File: config.mk
export PLATFORM = sky130hd
export DESIGN_NAME = report_scheduler
export DESIGN_NICKNAME = d
export VERILOG_FILES = /design/src/rtl/report_scheduler.sv
export SDC_FILE = /design/constraint.sdc
export NUM_CORES = 1
export LEC_CHECK = 0
export CORE_ASPECT_RATIO = 0.5
export CORE_MARGIN = 2
export CORE_UTILIZATION = 50
export DETAILED_ROUTE_END_ITERATION = 6
export GPL_TIMING_DRIVEN = 0
export PLACE_DENSITY_LB_ADDON = 0.15
export SKIP_CTS_REPAIR_TIMING = 1
export SLEW_MARGIN = 20
export SYNTH_ARGS = -nofsm -noshare
export SYNTH_HDL_FRONTEND = slang
export SYNTH_SLANG_ARGS = --single-unit
File: constraint.sdc
create_clock -name iClk -period 1.7 [get_ports iClk]
set_input_delay 0.255 -clock iClk [delete_from_list [all_inputs] [get_ports iClk]]
set_output_delay 0.255 -clock iClk [all_outputs]
set_load 0.02 [all_outputs]
File: src/rtl/report_scheduler.sv
// Round-robin scheduler for the four report-request channels sharing one formatter.
// Requests are latched as pending, granted one at a time, and each grant waits for the
// formatter's done pulse or a timeout before the next channel is considered.
module report_scheduler #(
   parameter int unsigned TIMEOUT_CYC = 1000000,
   parameter int unsigned CNT_W       = 8
) (
   input  logic             iClk,
   input  logic             iRstn,
   input  logic             iReqWatchRpt,
   input  logic             iReqSr04Rpt,
   input  logic             iReqTempRpt,
   input  logic             iReqHumRpt,
   input  logic             iRptDone,
   input  logic             iClrErr,
   output logic             oRptStart,
   output logic [1:0]       oRptSel,
   output logic             oBusy,
   output logic [3:0]       oPending,
   output logic             oTimeoutErr,
   output logic [CNT_W-1:0] oCoalesceCnt
);

   localparam int unsigned TW = (TIMEOUT_CYC > 2) ? $clog2(TIMEOUT_CYC) : 1;
   localparam logic [TW-1:0] TLast = TW'(TIMEOUT_CYC - 1);

   typedef enum logic [1:0] {StIdle, StStart, StWait, StGap} state_e;

   state_e           state_q, state_d;
   logic [3:0]       pending_q, pending_d;
   logic [1:0]       sel_q, sel_d;
   logic [1:0]       rr_q, rr_d;
   logic [TW-1:0]    tcnt_q, tcnt_d;
   logic             terr_q, terr_d;
   logic [CNT_W-1:0] coal_q, coal_d;
   logic             start_q, start_d;
   logic             busy_q, busy_d;

   logic [3:0] req;
   logic [3:0] clr;
   logic [1:0] pick;
   logic       timeout;
   logic       coal_hit;

   assign req = {iReqHumRpt, iReqTempRpt, iReqSr04Rpt, iReqWatchRpt};

   // First pending channel scanning from the round-robin pointer upward, mod 4
   always_comb begin
      logic       found;
      logic [1:0] idx;
      found = 1'b0;
      pick  = rr_q;
      idx   = rr_q;
      for (int i = 0; i < 4; i++) begin
         idx = rr_q + 2'(i);
         if (!found && pending_q[idx]) begin
            pick  = idx;
            found = 1'b1;
         end
      end
   end

   // FSM next state, grant bookkeeping and timeout counter
   always_comb begin
      state_d = state_q;
      sel_d   = sel_q;
      rr_d    = rr_q;
      tcnt_d  = tcnt_q;
      timeout = 1'b0;
      clr     = '0;
      unique case (state_q)
         StIdle: begin
            if (|pending_q) begin
               sel_d   = pick;
               state_d = StStart;
            end
         end
         StStart: begin
            clr[sel_q] = 1'b1;
            tcnt_d     = '0;
            state_d    = StWait;
         end
         StWait: begin
            // Done beats a coincident timeout
            if (iRptDone) begin
               state_d = StGap;
            end else if (tcnt_q == TLast) begin
               timeout = 1'b1;
               state_d = StGap;
            end else begin
               tcnt_d = tcnt_q + TW'(1);
            end
         end
         StGap: begin
            rr_d    = sel_q + 2'd1;
            state_d = StIdle;
         end
         default: state_d = StIdle;
      endcase
   end

   // Pending latch (set wins over clear), coalesce counter and sticky error
   always_comb begin
      pending_d = req | (pending_q & ~clr);
      coal_hit  = |(req & pending_q & ~clr);
      coal_d    = coal_q;
      if (iClrErr) begin
         coal_d = '0;
      end else if (coal_hit && (coal_q != {CNT_W{1'b1}})) begin
         coal_d = coal_q + CNT_W'(1);
      end
      terr_d = terr_q;
      if (timeout) begin
         terr_d = 1'b1;
      end else if (iClrErr) begin
         terr_d = 1'b0;
      end
      start_d = (state_d == StStart);
      busy_d  = (state_d != StIdle);
   end

   // State registers with synchronous active-low reset
   always_ff @(posedge iClk) begin
      if (!iRstn) begin
         state_q   <= StIdle;
         pending_q <= '0;
         sel_q     <= '0;
         rr_q      <= '0;
         tcnt_q    <= '0;
         terr_q    <= 1'b0;
         coal_q    <= '0;
         start_q   <= 1'b0;
         busy_q    <= 1'b0;
      end else begin
         state_q   <= state_d;
         pending_q <= pending_d;
         sel_q     <= sel_d;
         rr_q      <= rr_d;
         tcnt_q    <= tcnt_d;
         terr_q    <= terr_d;
         coal_q    <= coal_d;
         start_q   <= start_d;
         busy_q    <= busy_d;
      end
   end

   assign oRptStart    = start_q;
   assign oRptSel      = sel_q;
   assign oBusy        = busy_q;
   assign oPending     = pending_q;
   assign oTimeoutErr  = terr_q;
   assign oCoalesceCnt = coal_q;

endmodule

-- Word level (Yosys, flattened, before mapping)
Index checks and enable logic that the tools add are counted.
- $add $sub $neg: 6
- magnitude comparators: 6
- eq/ne operators: 8
- multiplexer cells: 29
- bitwise logic cells: 6
- reduce and logical (&&, ||, !) cells: 17
- operator list (cell ; count):
    two-way mux 20 bit ; 2
    case mux 20 bit (2 select lines) ; 1
    adder 20 x 1 -> 20 bit, second input constant ; 1
    equality test 20 bit, second input constant ; 1
    less-than comparator 2 x 3 -> 1 bit, second input constant ; 5
    two-way mux 1 bit ; 13
    bitwise AND 4 bit ; 3
    two-way mux 2 bit ; 6
    adder 8 x 1 -> 8 bit, second input constant ; 1
    binary-select mux 1 bit (select 2 bit) ; 4
    != test 8 bit, second input constant ; 1
    case mux 2 bit (4 select lines) ; 1
    OR reduction 4 bit ; 2
    nonzero test 2 bit ; 3
    logical AND 1 bit ; 5
    adder 2 x 1 -> 2 bit, second input constant ; 2
    adder 2 bit, second input constant ; 2
    equality test 2 x 1 -> 1 bit, second input constant ; 2
    equality test 2 bit, second input constant ; 2
    two-way mux 4 bit ; 1
    != test 2 bit, second input constant ; 2
    inverter 4 bit ; 1
    bitwise OR 4 bit ; 1
    zero test 1 bit ; 3
    7 further kinds ; 7
- register bits after elaboration: 41
- input bits: 8
- output and inout bits: 17
- logic and storage cells: 81

-- Longest topological paths before layout
Gate-level depths: netlist (run 1).
- word-level depth: 12
- mapped depth: 9
- depth with buffers taken out: 7

-- Worst setup path before layout (run 1)
No wires, ideal clock.
- path type: reg-to-reg
- from: register sel_q[0] (netlist: oRptSel[0])
- to: register coal_q[7] (netlist: oCoalesceCnt[7])
- setup time: 0.121 ns
- arrival time: 1.805 ns
- required time: 1.579 ns
- path slack: -0.226 ns
- stages on the path, launching flop included: 8
- buffers on the path: 0
- period minus slack after synthesis: 1.926 ns
- cell sequence: dfxtp_1 > inv_1 > ha_1 > a21boi_0 > a22oi_1 > a2111oi_2 > xnor2_1 > nor2_1
- cells in the longest elaborated chain, start to end: 9
- elaborated cells between the ends (all ways): 10
- those cells by class: order compare (2); mux (3); bitwise (2); reduce/logical (3)
- ends and longest elaborated chain (element ; line ; text):
    from (decl) ; 31 ; logic [1:0] sel_q, sel_d;
    from (signal assigned) ; 137 ; sel_q <= sel_d;
    less-than comparator 2 x 3 -> 1 bit (implied by the code) or >= comparator 2 x 1 -> 1 bit (tied branches) ; 79 ; clr[sel_q] = 1'b1;
    logical AND 1 bit (implied by the code) ; 79 ;
    two-way mux 1 bit (implied by the code) ; 79 ;
    demux 1 bit (select 2 bit) (*) ; 79 ;
    two-way mux 4 bit (*) ; 71 ; unique case (state_q)
    inverter 4 bit (*) ; 105 ; coal_hit = |(req & pending_q & ~clr);
    bitwise AND 4 bit (*) ; 105 ;
    OR reduction 4 bit (*) ; 105 ;
    logical AND 1 bit (*) ; 109 ; end else if (coal_hit && (coal_q != {CNT_W{1'b1}})) begin
    to (signal assigned) ; 141 ; coal_q <= coal_d;
    to (decl) ; 35 ; logic [CNT_W-1:0] coal_q, coal_d;
Every way passes the cells marked *; elsewhere a longest branch is shown, timed or not.
A chain may end at the register's enable or synchronous reset.

-- Worst setup path in the final report (run 1)
- from: register tcnt_q[8]
- to: register tcnt_q[11]
- cells in the longest elaborated chain, start to end: 4
- elaborated cells between the ends (all ways): 7
- those cells by class: add/sub (1); eq/ne (2); mux (3); reduce/logical (1)
- ends and longest elaborated chain (element ; line ; text):
    from (decl) ; 33 ; logic [TW-1:0] tcnt_q, tcnt_d;
    from (signal assigned) ; 139 ; tcnt_q <= tcnt_d;
    adder 20 x 1 -> 20 bit ; 91 ; tcnt_d = tcnt_q + TW'(1);
    two-way mux 20 bit ; 87 ; end else if (tcnt_q == TLast) begin
    two-way mux 20 bit ; 85 ; if (iRptDone) begin
    case mux 20 bit (2 select lines) ; 71 ;
Parallel ways exist; a longest one is shown, timed or not. The select of a mux whose other input is x is not followed.

==> results of run 1 <==
[placed cells by master (no fill, tap or decap), types with 8 or more instances in the layout]
| cell | n |
|---|---|
| a21oi_1 | 14 |
| a21oi_2 | 8 |
| buf_4 | 13 |
| clkdlybuf4s50_1 | 21 |
| dfxtp_1 | 24 |
| dfxtp_2 | 10 |
| nand2_1 | 13 |
| nand3_1 | 15 |
| nor2_1 | 18 |
| o21ai_0 | 12 |
[layer usage]
layer	wire length [um]	share of wire [%]	track usage, %	vias to the layer above
met5	0	0	0	-
met4	85	1.4	8.22	0
met3	310	5.1	7.06	12
met2	3150	52	35.2	70
met1	2490	41	27.2	1032
li1	-	-	-	1022
[cell families after synthesis]
kind of cell / synth area share [%]
buf+inv: 2.99
fa+ha+maj: 5.86
mux: 0.938
compound gates: 20.5
simple gates: 28.0
xor+xnor: 3.28
flops: 38.5
[worst max-delay path: cells and delay by family, from the launching register on]
family                 cells  cell delay, ns
buffers and inverters      2            0.31
flip-flops                 1            0.36
AND/OR/NAND/NOR            2            0.64
AO/OA/AOI/OAI              3            0.42
[worst paths after layout]
| check | endpoint | cells past startpoint | start |
|---|---|---|---|
| worst max-delay path | tcnt_q[11] | 7 | tcnt_q[8] |
| worst min-delay path | tcnt_q[19] | 2 | tcnt_q[19] |
| worst max register to register | tcnt_q[11] | 7 | tcnt_q[8] |
| worst min register to register | tcnt_q[19] | 2 | tcnt_q[19] |
[through the flow]
stage | cells | utilization, % | worst slack (ns)
floorplan | 249 | - | 0.00919
global placement | 327 | 61.9 | -0.186
detailed placement | 327 | 61.9 | -0.248
CTS | 335 | 64.8 | -0.278
global route | 354 | 76.2 | -0.175
finish | 354 | 76.2 | -0.0908
[flip-flops by register name, indices dropped and copies added (netlist names)]
| name | count |
|---|---|
| oCoalesceCnt | 8 |
| state_q | 2 |
| tcnt_q | 20 |
| oRptSel | 2 |
| oPending | 4 |
| oBusy | 1 |
| oTimeoutErr | 1 |
| oRptStart | 1 |
| rr_q | 2 |
[area by class of cell]
| class | count | area (um^2) | share of cell area (%) |
|---|---|---|---|
| timing repair buffer | 43 | 422 | 13.8 |
| clock inverter | 1 | 30.0 | 0.984 |
| buffer | 5 | 46.3 | 1.52 |
| multi-input combinational | 195 | 1510 | 49.4 |
| sequential | 41 | 860 | 28.2 |
| clock buffer | 7 | 86.3 | 2.83 |
| inverter | 8 | 32.5 | 1.07 |
| tap | 54 | 67.6 | 2.21 |
[report_power, final]
| part | total, mW | internal, mW | switching (mW) |
|---|---|---|---|
| combinational | 1.18 | 0.559 | 0.621 |
| sequential | 1.12 | 1.04 | 0.0786 |
| clock | 0.837 | 0.479 | 0.358 |
| total | 3.14 | 2.08 | 1.06 |
==> results.tsv, run 1 <==
metric	value	unit
run_status	finished, violations left	
violations	negative setup slack	
timing.hold.ws	0.494	ns
gp_routability_congestion	0.836	
synthToLayoutAreaGrowth	42.9	%
first_pass_grt_wire_length	8150	um
worstPathMaxFanout	10	
layout_cell_share_with_drive_strength_beyond_1	31.3	%
final_design_area_no_fill	3050	um^2
antenna_found_initial	0	
final.setup.tns	-0.944	ns
post-synth-top-area-fraction	38.5	%
placed_area	2480	um^2
total_power	3.14	mW
vias_in_the_first_global_route	1848	
viasPerCell	6.03	
yosys-top-cells-count	41 x dfxtp_1, 22 x a21oi_1, 18 x nor2_1, 18 x o21ai_0	
worst_ep_required_time	1.94	ns
buffer_ports.inserted	24	
max-clock-path-buffers	2	
pwr_density_cell	1030	nW/um^2
start_kind	register	
setup_repair_after_global_routing_missed_its_margin	true	
ys_dominant_reg_cell	dfxtp_1	
fill_cells	277	
worstSetupEndpointType	register	
reg2reg_slack	-0.09	ns
clock-skew-final	0.00689	ns
placementRows	16	
fin_crit_sh	105	%
detail-route-antenna-nets	0	
globalRouteTotalUtil	21.7	%
hold_path.class	reg2reg	
timing.final.ws_setup	-0.0908	ns
setup.worst_path.class	reg2reg	
synth.avg_cell_area	8.57	um^2
cts_inserted_buffers	5	
clock_transition_at_path_regs	0.08	ns
count_of_warnings_emitted_by_yosys	0	
clock_tree.root_cell	clkbuf_8	
synth.net_count	267	
dieArea	4840	um^2
remaining_drc_errors	0	
synth_most_common_cell	dfxtp_1	
synth.yosys.seq_area_share	38.5	%
postSynthRegisterBits	41	
max_freq	0.558	GHz
synth_enable_flop_cells	0	
drt-pass1-iter-count	4	
synth_cell_types	41	
globalRoute.totalOverflow	0	
antennaDiodeCount	0	
vias	2136	
crit_slowest_cell	dfxtp_2	
wl_per_cell	17.1	um
largest_net_degree_at_the_start_of_global_routing	13	
numClockSinks	41	
synth_area	2130	um^2
final_routed_wirelength	6040	um
finalSetupViolations	15	
hold_viol_final	0	
ir_drop_worst_case_vdd	0.506	mV
tritoncts	built	
initial_core_util	53.3	%
dpl.hpwl	3510	um
worst_slew_pin_slew	0.516	ns
insertion_delay	0.30	ns
p_leak	1.11	nW
drv_slew	0	
pin_count	25	
fp.dieW	96.4	um
final_net_count	317	
synth_largest_area_cell	dfxtp_1	
die_h	50.2	um
slew_headroom	65.6	%
drt_first_iter_violations	90	
post-route-min-period	1.79	ns
netlist_top_cells_area	dfxtp_1 38%, ha_1 5.9%, a21oi_1 5.2%	
max-cap-violations	0	
coreArea	4000	um^2
cp_slowest_stage_delay	0.36	ns
cp.arrival	2.03	ns
async_reset_ff_share	0	%
postSynthCellCount	249	
clock_tree.htree_level_count	2	
cp_cell_sequence	nor4b_4 > and4_4 > o2bb2ai_4 > buf_6 > buf_8 > o21ai_1 > a21oi_2	
No activity file was read; power rests on OpenSTA's default activity.
==> run 2: changes to the inputs <==
--- a/config.mk
+++ b/config.mk
@@ -10,7 +10,7 @@
 export CORE_UTILIZATION = 50
 export DETAILED_ROUTE_END_ITERATION = 6
 export GPL_TIMING_DRIVEN = 0
-export PLACE_DENSITY_LB_ADDON = 0.15
+export PLACE_DENSITY = 0.83
 export SKIP_CTS_REPAIR_TIMING = 1
 export SLEW_MARGIN = 20
 export SYNTH_ARGS = -nofsm -noshare
==> results.tsv, run 2 (same netlist as run 1, synthesis figures left out) <==
metric	value	unit	change
run_status	finished, violations left		
violations	negative setup slack		
finalSetupViolations	25		+10
clock-skew-final	0.00526	ns	-0.00163 ns
path_depth	7		unchanged
vias	2220		+3.9%
post-route-min-period	1.85	ns	+0.0545 ns
multi_input_area	1490	um^2	-1.0%
cts_inserted_buffers	5		unchanged
remaining_drc_errors	0		unchanged
postLayoutCoreUtil	73.9	%	-2.2 points
vias_in_the_first_global_route	1878		+1.6%
dpl.hpwl	3470	um	-0.91%
setup_repair_after_global_routing_missed_its_margin	true		
final_routed_wirelength	6390	um	+5.7%
worst_slew_pin_slew	0.531	ns	+0.0145 ns
cp.arrival	2.07	ns	+0.04 ns
regMostFlops	tcnt_q		
max-cap-violations	0		unchanged
placementRows	16		unchanged
insertion_delay	0.30	ns	about the same
max_freq	0.542	GHz	-3.0%
worstPathMaxFanout	6		-4
cp_launch_point	tcnt_q[2]		
area.sequential	848	um^2	-1.3%
first_pass_grt_wire_length	8220	um	+0.93%
worstRegToRegCells	7		unchanged
fill_cells	256		-7.6%
globalRoute.totalOverflow	0		unchanged
pin_count	25		unchanged
setup.worst_path.class	reg2reg		
gp_routability_congestion	0.783		-6.3%
placed_area	2480	um^2	unchanged
ir_drop_worst_case_vdd	0.701	mV	+39%
wl_per_cell	18.3	um	+7.3%
worst-path-buf-inv	2		unchanged
drt-pass1-iter-count	7		+3
tritoncts	built		
clock_transition_at_path_regs	0.08	ns	about the same
max-clock-path-buffers	2		unchanged
r2r-start	tcnt_q[2]		
crit_slowest_cell	dfxtp_2		
coreArea	4000	um^2	unchanged
dieArea	4840	um^2	unchanged
layout_cell_share_with_drive_strength_beyond_1	28.1	%	-3.2 points
most_common_cell_after_layout_fill_and_taps_aside	dfxtp_1		
p_leak	1.03	nW	-6.9%
largest_net_degree_at_the_start_of_global_routing	12		-1
viasPerCell	6.36		+5.4%
cp_cell_sequence	nand4_1 > nor3_4 > o2bb2ai_4 > buf_6 > clkbuf_16 > o21ai_1 > a21oi_2		
clock_tree.root_cell	clkbuf_8		
hold_path.class	reg2reg		
critPathTopFamily	simple AND/OR/NAND/NOR gates		
antenna_found_initial	0		unchanged
worstSetupEndpointType	register		
hold_viol_final	0		unchanged
fp.dieW	96.4	um	unchanged
critical_path.reg2reg.endpoint	tcnt_q[3]		
pwr_density_cell	1010	nW/um^2	-2.1%
timing.hold.ws	0.496	ns	+0.00205 ns
numClockSinks	41		unchanged
reg2reg_slack	-0.15	ns	-0.05 ns
drt_first_iter_violations	174		+93%
initial_core_util	53.3	%	unchanged
final_net_count	312		-1.6%
buffer_ports.inserted	24		unchanged
die_h	50.2	um	unchanged
synthToLayoutAreaGrowth	38.7	%	
globalRouteTotalUtil	21.9	%	+0.20 points
largest_register_ff_count	20		unchanged
clock_tree.htree_level_count	2		unchanged
worst_ep_required_time	1.93	ns	about the same
layout.cells.most_common_list	29 x dfxtp_1, 23 x clkdlybuf4s50_1, 18 x nor2_1, 16 x a21oi_1, 15 x nand3_1		
slew_headroom	64.6	%	-0.96 points
drv_slew	0		unchanged
start_kind	register		
fin_crit_sh	109	%	+3.2 points
antennaDiodeCount	0		unchanged
cp_slowest_stage_delay	0.40	ns	+0.04 ns
detail-route-antenna-nets	0		unchanged
crit_end	tcnt_q[3]		
timing.final.ws_setup	-0.145	ns	-0.0545 ns
final_design_area_no_fill	2960	um^2	-3.0%
==> run 2: area by class of cell <==
cell class                 count  share of cell area (%)
multi-input combinational    195                    50.4
sequential                    41                    28.7
timing repair buffer          38                    13.4
clock buffer                   8                    2.70
tap                           54                    2.28
buffer                         5                    1.44
inverter                       8                    1.10
==> run 2: worst min-delay path: cells and delay by family (launching register included) <==
| kind | cells | cell delay [ns] |
|---|---|---|
| flops | 1 | 0.34 |
| compound gates | 1 | 0.05 |
| simple gates | 1 | 0.07 |
==> run 2: worst min path at each step <==
stage	end	startpoint	depth (start not counted)	slack (ns)
floorplan	oPending[0]	iReqWatchRpt	1	0.38
global placement	tcnt_q[19]	tcnt_q[19]	2	0.47
detailed placement	tcnt_q[5]	tcnt_q[5]	2	0.48
CTS	tcnt_q[19]	tcnt_q[19]	2	0.49
global route	tcnt_q[5]	tcnt_q[5]	2	0.51
finish	tcnt_q[5]	tcnt_q[5]	2	0.50
==> run 2: power breakdown <==
part	switching (mW)	total (mW)	internal, mW
Combinational	0.637	1.21	0.572
Sequential	0.0868	1.13	1.05
Clock	0.347	0.639	0.292
==> run 2: metrics by stage <==
step	instances	power [mW]	setup WS [ns]	setup TNS, ns
floorplan	249	1.62	0.00919	0
global placement	327	1.85	-0.171	-1.74
detailed placement	327	1.88	-0.266	-4.19
CTS	335	2.50	-0.309	-5.11
global route	349	3.08	-0.203	-3.97
finish	349	2.98	-0.145	-2.02
==> run 2: metal layers <==
| metal | part of all wire [%] | GRT usage, % | vias up | routed length (um) |
|---|---|---|---|---|
| li1 | - | - | 1006 | - |
| met1 | 39 | 27.1 | 1070 | 2480 |
| met4 | 3.1 | 10.1 | 0 | 198 |
| met2 | 51 | 37.2 | 117 | 3260 |
| met5 | 0 | 0 | - | 0 |
| met3 | 6.9 | 4.35 | 27 | 439 |
==> run 3: changes to the inputs <==
--- a/config.mk
+++ b/config.mk
@@ -7,10 +7,12 @@
 export LEC_CHECK = 0
 export CORE_ASPECT_RATIO = 0.5
 export CORE_MARGIN = 2
-export CORE_UTILIZATION = 50
+export CORE_UTILIZATION = 52
+export CTS_BUF_LIST = sky130_fd_sc_hd__clkbuf_4 sky130_fd_sc_hd__clkbuf_8
 export DETAILED_ROUTE_END_ITERATION = 6
 export GPL_TIMING_DRIVEN = 0
-export PLACE_DENSITY = 0.83
+export PLACE_DENSITY = 0.86
+export RECOVER_POWER = 50
 export SKIP_CTS_REPAIR_TIMING = 1
 export SLEW_MARGIN = 20
 export SYNTH_ARGS = -nofsm -noshare
==> results.tsv, run 3 (same netlist as run 1, synthesis figures left out) <==
metric	value	unit	change
cts_inserted_buffers	5		unchanged
setup.worst_path.class	reg2reg		
dpl.hpwl	3470	um	-0.17%
reg2reg_slack	-0.21	ns	-0.06 ns
hold_path_startpoint	tcnt_q[19]		
p_leak	1.07	nW	+3.6%
final_routed_wirelength	6730	um	+5.3%
synthToLayoutAreaGrowth	41.6	%	
vias	2235		+0.68%
worstRegToRegCells	5		-2
ir_drop_worst_case_vdd	0.550	mV	-22%
cp.arrival	2.12	ns	+0.05 ns
clock-skew-final	0.00898	ns	+0.00372 ns
largest_register_ff_count	20		unchanged
violations	negative setup slack		
timing.hold.ws	0.504	ns	+0.00800 ns
globalRouteTotalUtil	22.6	%	+0.63 points
antenna_found_initial	0		unchanged
viasPerCell	6.42		+0.96%
buffer_ports.inserted	24		unchanged
pin_count	25		unchanged
slew_headroom	62.4	%	-2.2 points
clock_tree.htree_level_count	2		unchanged
largest_net_degree_at_the_start_of_global_routing	13		+1
globalRoute.totalOverflow	0		unchanged
die_h	49.3	um	-1.8%
worst_slew_pin_slew	0.564	ns	+0.0329 ns
gp_routability_congestion	0.794		+1.4%
layout_cell_share_with_drive_strength_beyond_1	31.0	%	+2.8 points
most_common_cell_after_layout_fill_and_taps_aside	dfxtp_1		
drv_slew	0		unchanged
worst_ep_required_time	1.91	ns	-0.02 ns
layout.cells.most_common_list	30 x dfxtp_1, 22 x clkdlybuf4s50_1, 18 x nor2_1, 15 x nand3_1, 12 x nand2_1		
worstPathMaxFanout	5		-1
finalSetupViolations	22		-12%
numClockSinks	41		unchanged
initial_core_util	54.4	%	+1.1 points
max-clock-path-buffers	2		unchanged
regMostFlops	tcnt_q		
antennaDiodeCount	0		unchanged
insertion_delay	0.30	ns	about the same
hold_viol_final	0		unchanged
r2r-start	tcnt_q[7]		
tritoncts	built		
cp_cell_sequence	and3_2 > nor3b_4 > nand3_1 > or3_1 > a21oi_1		
run_status	finished, violations left		
final_net_count	311		-0.32%
post-route-min-period	1.91	ns	+0.0602 ns
vias_in_the_first_global_route	1824		-2.9%
hold_path_end	tcnt_q[19]		
clock_transition_at_path_regs	0.08	ns	about the same
drt-pass1-iter-count	5		-2
hold_path.class	reg2reg		
cells_after_dpl	327		unchanged
whs_path_depth	2		unchanged
placementRows	16		unchanged
critical_path.reg2reg.endpoint	tcnt_q[12]		
first_pass_grt_wire_length	8330	um	+1.3%
clock_tree.root_cell	clkbuf_8		
final.setup.tns	-2.58	ns	-0.558 ns
dp_worst_setup_slack	-0.245	ns	+0.0213 ns
max_freq	0.525	GHz	-3.2%
dieArea	4660	um^2	-3.6%
detail-route-antenna-nets	0		unchanged
cp_slowest_stage_delay	0.46	ns	+0.06 ns
setup_repair_after_global_routing_missed_its_margin	true		
worstSetupEndpointType	register		
start_kind	register		
post_layout_nonfiller_instances	348		-0.29%
max-cap-violations	0		unchanged
timing.final.ws_setup	-0.206	ns	-0.0602 ns
coreArea	3920	um^2	-2.0%
wl_per_cell	19.3	um	+5.6%
drt_first_iter_violations	231		+33%
fin_crit_sh	112	%	+3.5 points
remaining_drc_errors	0		unchanged
pwr_density_cell	1060	nW/um^2	+5.3%
fp.dieW	94.6	um	-1.9%
crit_slowest_cell	dfxtp_1		
-- run 3: cell types whose count changed in the layout (fill, tap and decap cells not counted), moves of 3 or more --
cell | previous run | this run
o31ai_2 | 3 | 0
o31ai_4 | 0 | 3
or3_4 | 1 | 4
clkbuf_1 | 4 | 1
a21oi_2 | 6 | 11
a21oi_1 | 16 | 11
or3_1 | 9 | 6
-- run 3: layout make-up --
| type | count | area, um^2 |
|---|---|---|
| Sequential cell | 41 | 850 |
| Multi-Input combinational cell | 195 | 1530 |
| Clock buffer | 7 | 90.1 |
| Tap cell | 54 | 67.6 |
| Timing Repair Buffer | 37 | 375 |
| Inverter | 8 | 32.5 |
| Clock inverter | 1 | 30.0 |
| Fill cell | 246 | 902 |
| Buffer | 5 | 42.5 |
-- run 3: through the flow --
stage / utilization, % / total power, mW / instance area (um^2)
2_1_floorplan: - / 1.62 / 2170
3_3_place_gp: 63.2 / 1.84 / 2480
3_5_place_dp: 63.2 / 1.88 / 2480
4_1_cts: 66.2 / 2.70 / 2600
5_1_grt: 77.0 / 3.35 / 3020
6_report: 77.0 / 3.20 / 3020
-- run 3: report_power, final --
group / total (mW) / internal (mW) / leakage [nW] / switching [mW]
registers: 1.14 / 1.05 / 0.340 / 0.0904
clock network: 0.842 / 0.495 / 0.0619 / 0.347
logic: 1.22 / 0.567 / 0.665 / 0.657
-- run 3: worst max-delay path: cells and delay by family (launching register included) --
family,cells,cell delay (ns)
AND/OR/NAND/NOR,4,1.14
flip-flops,1,0.46
AO/OA/AOI/OAI,1,0.22
-- run 3: worst max-delay path by stage --
stage / endpoint / cells after the start / from / slack [ns]
global route: tcnt_q[12] / 5 / tcnt_q[7] / -0.30
global placement: tcnt_q[17] / 7 / iRptDone / -0.17
CTS: tcnt_q[11] / 7 / tcnt_q[10] / -0.28
finish: tcnt_q[12] / 5 / tcnt_q[7] / -0.21
detailed placement: tcnt_q[11] / 9 / state_q[1] / -0.25
floorplan: oCoalesceCnt[7] / 7 / oRptSel[1] / 0.009
-- run 3: layer usage --
layer	GRT usage, %	wire length, um	vias to the layer above
met1	27.2	2680	1077
met2	40.1	3390	123
li1	-	-	1003
met5	0	0	-
met4	8.21	221	0
met3	4.33	435	32
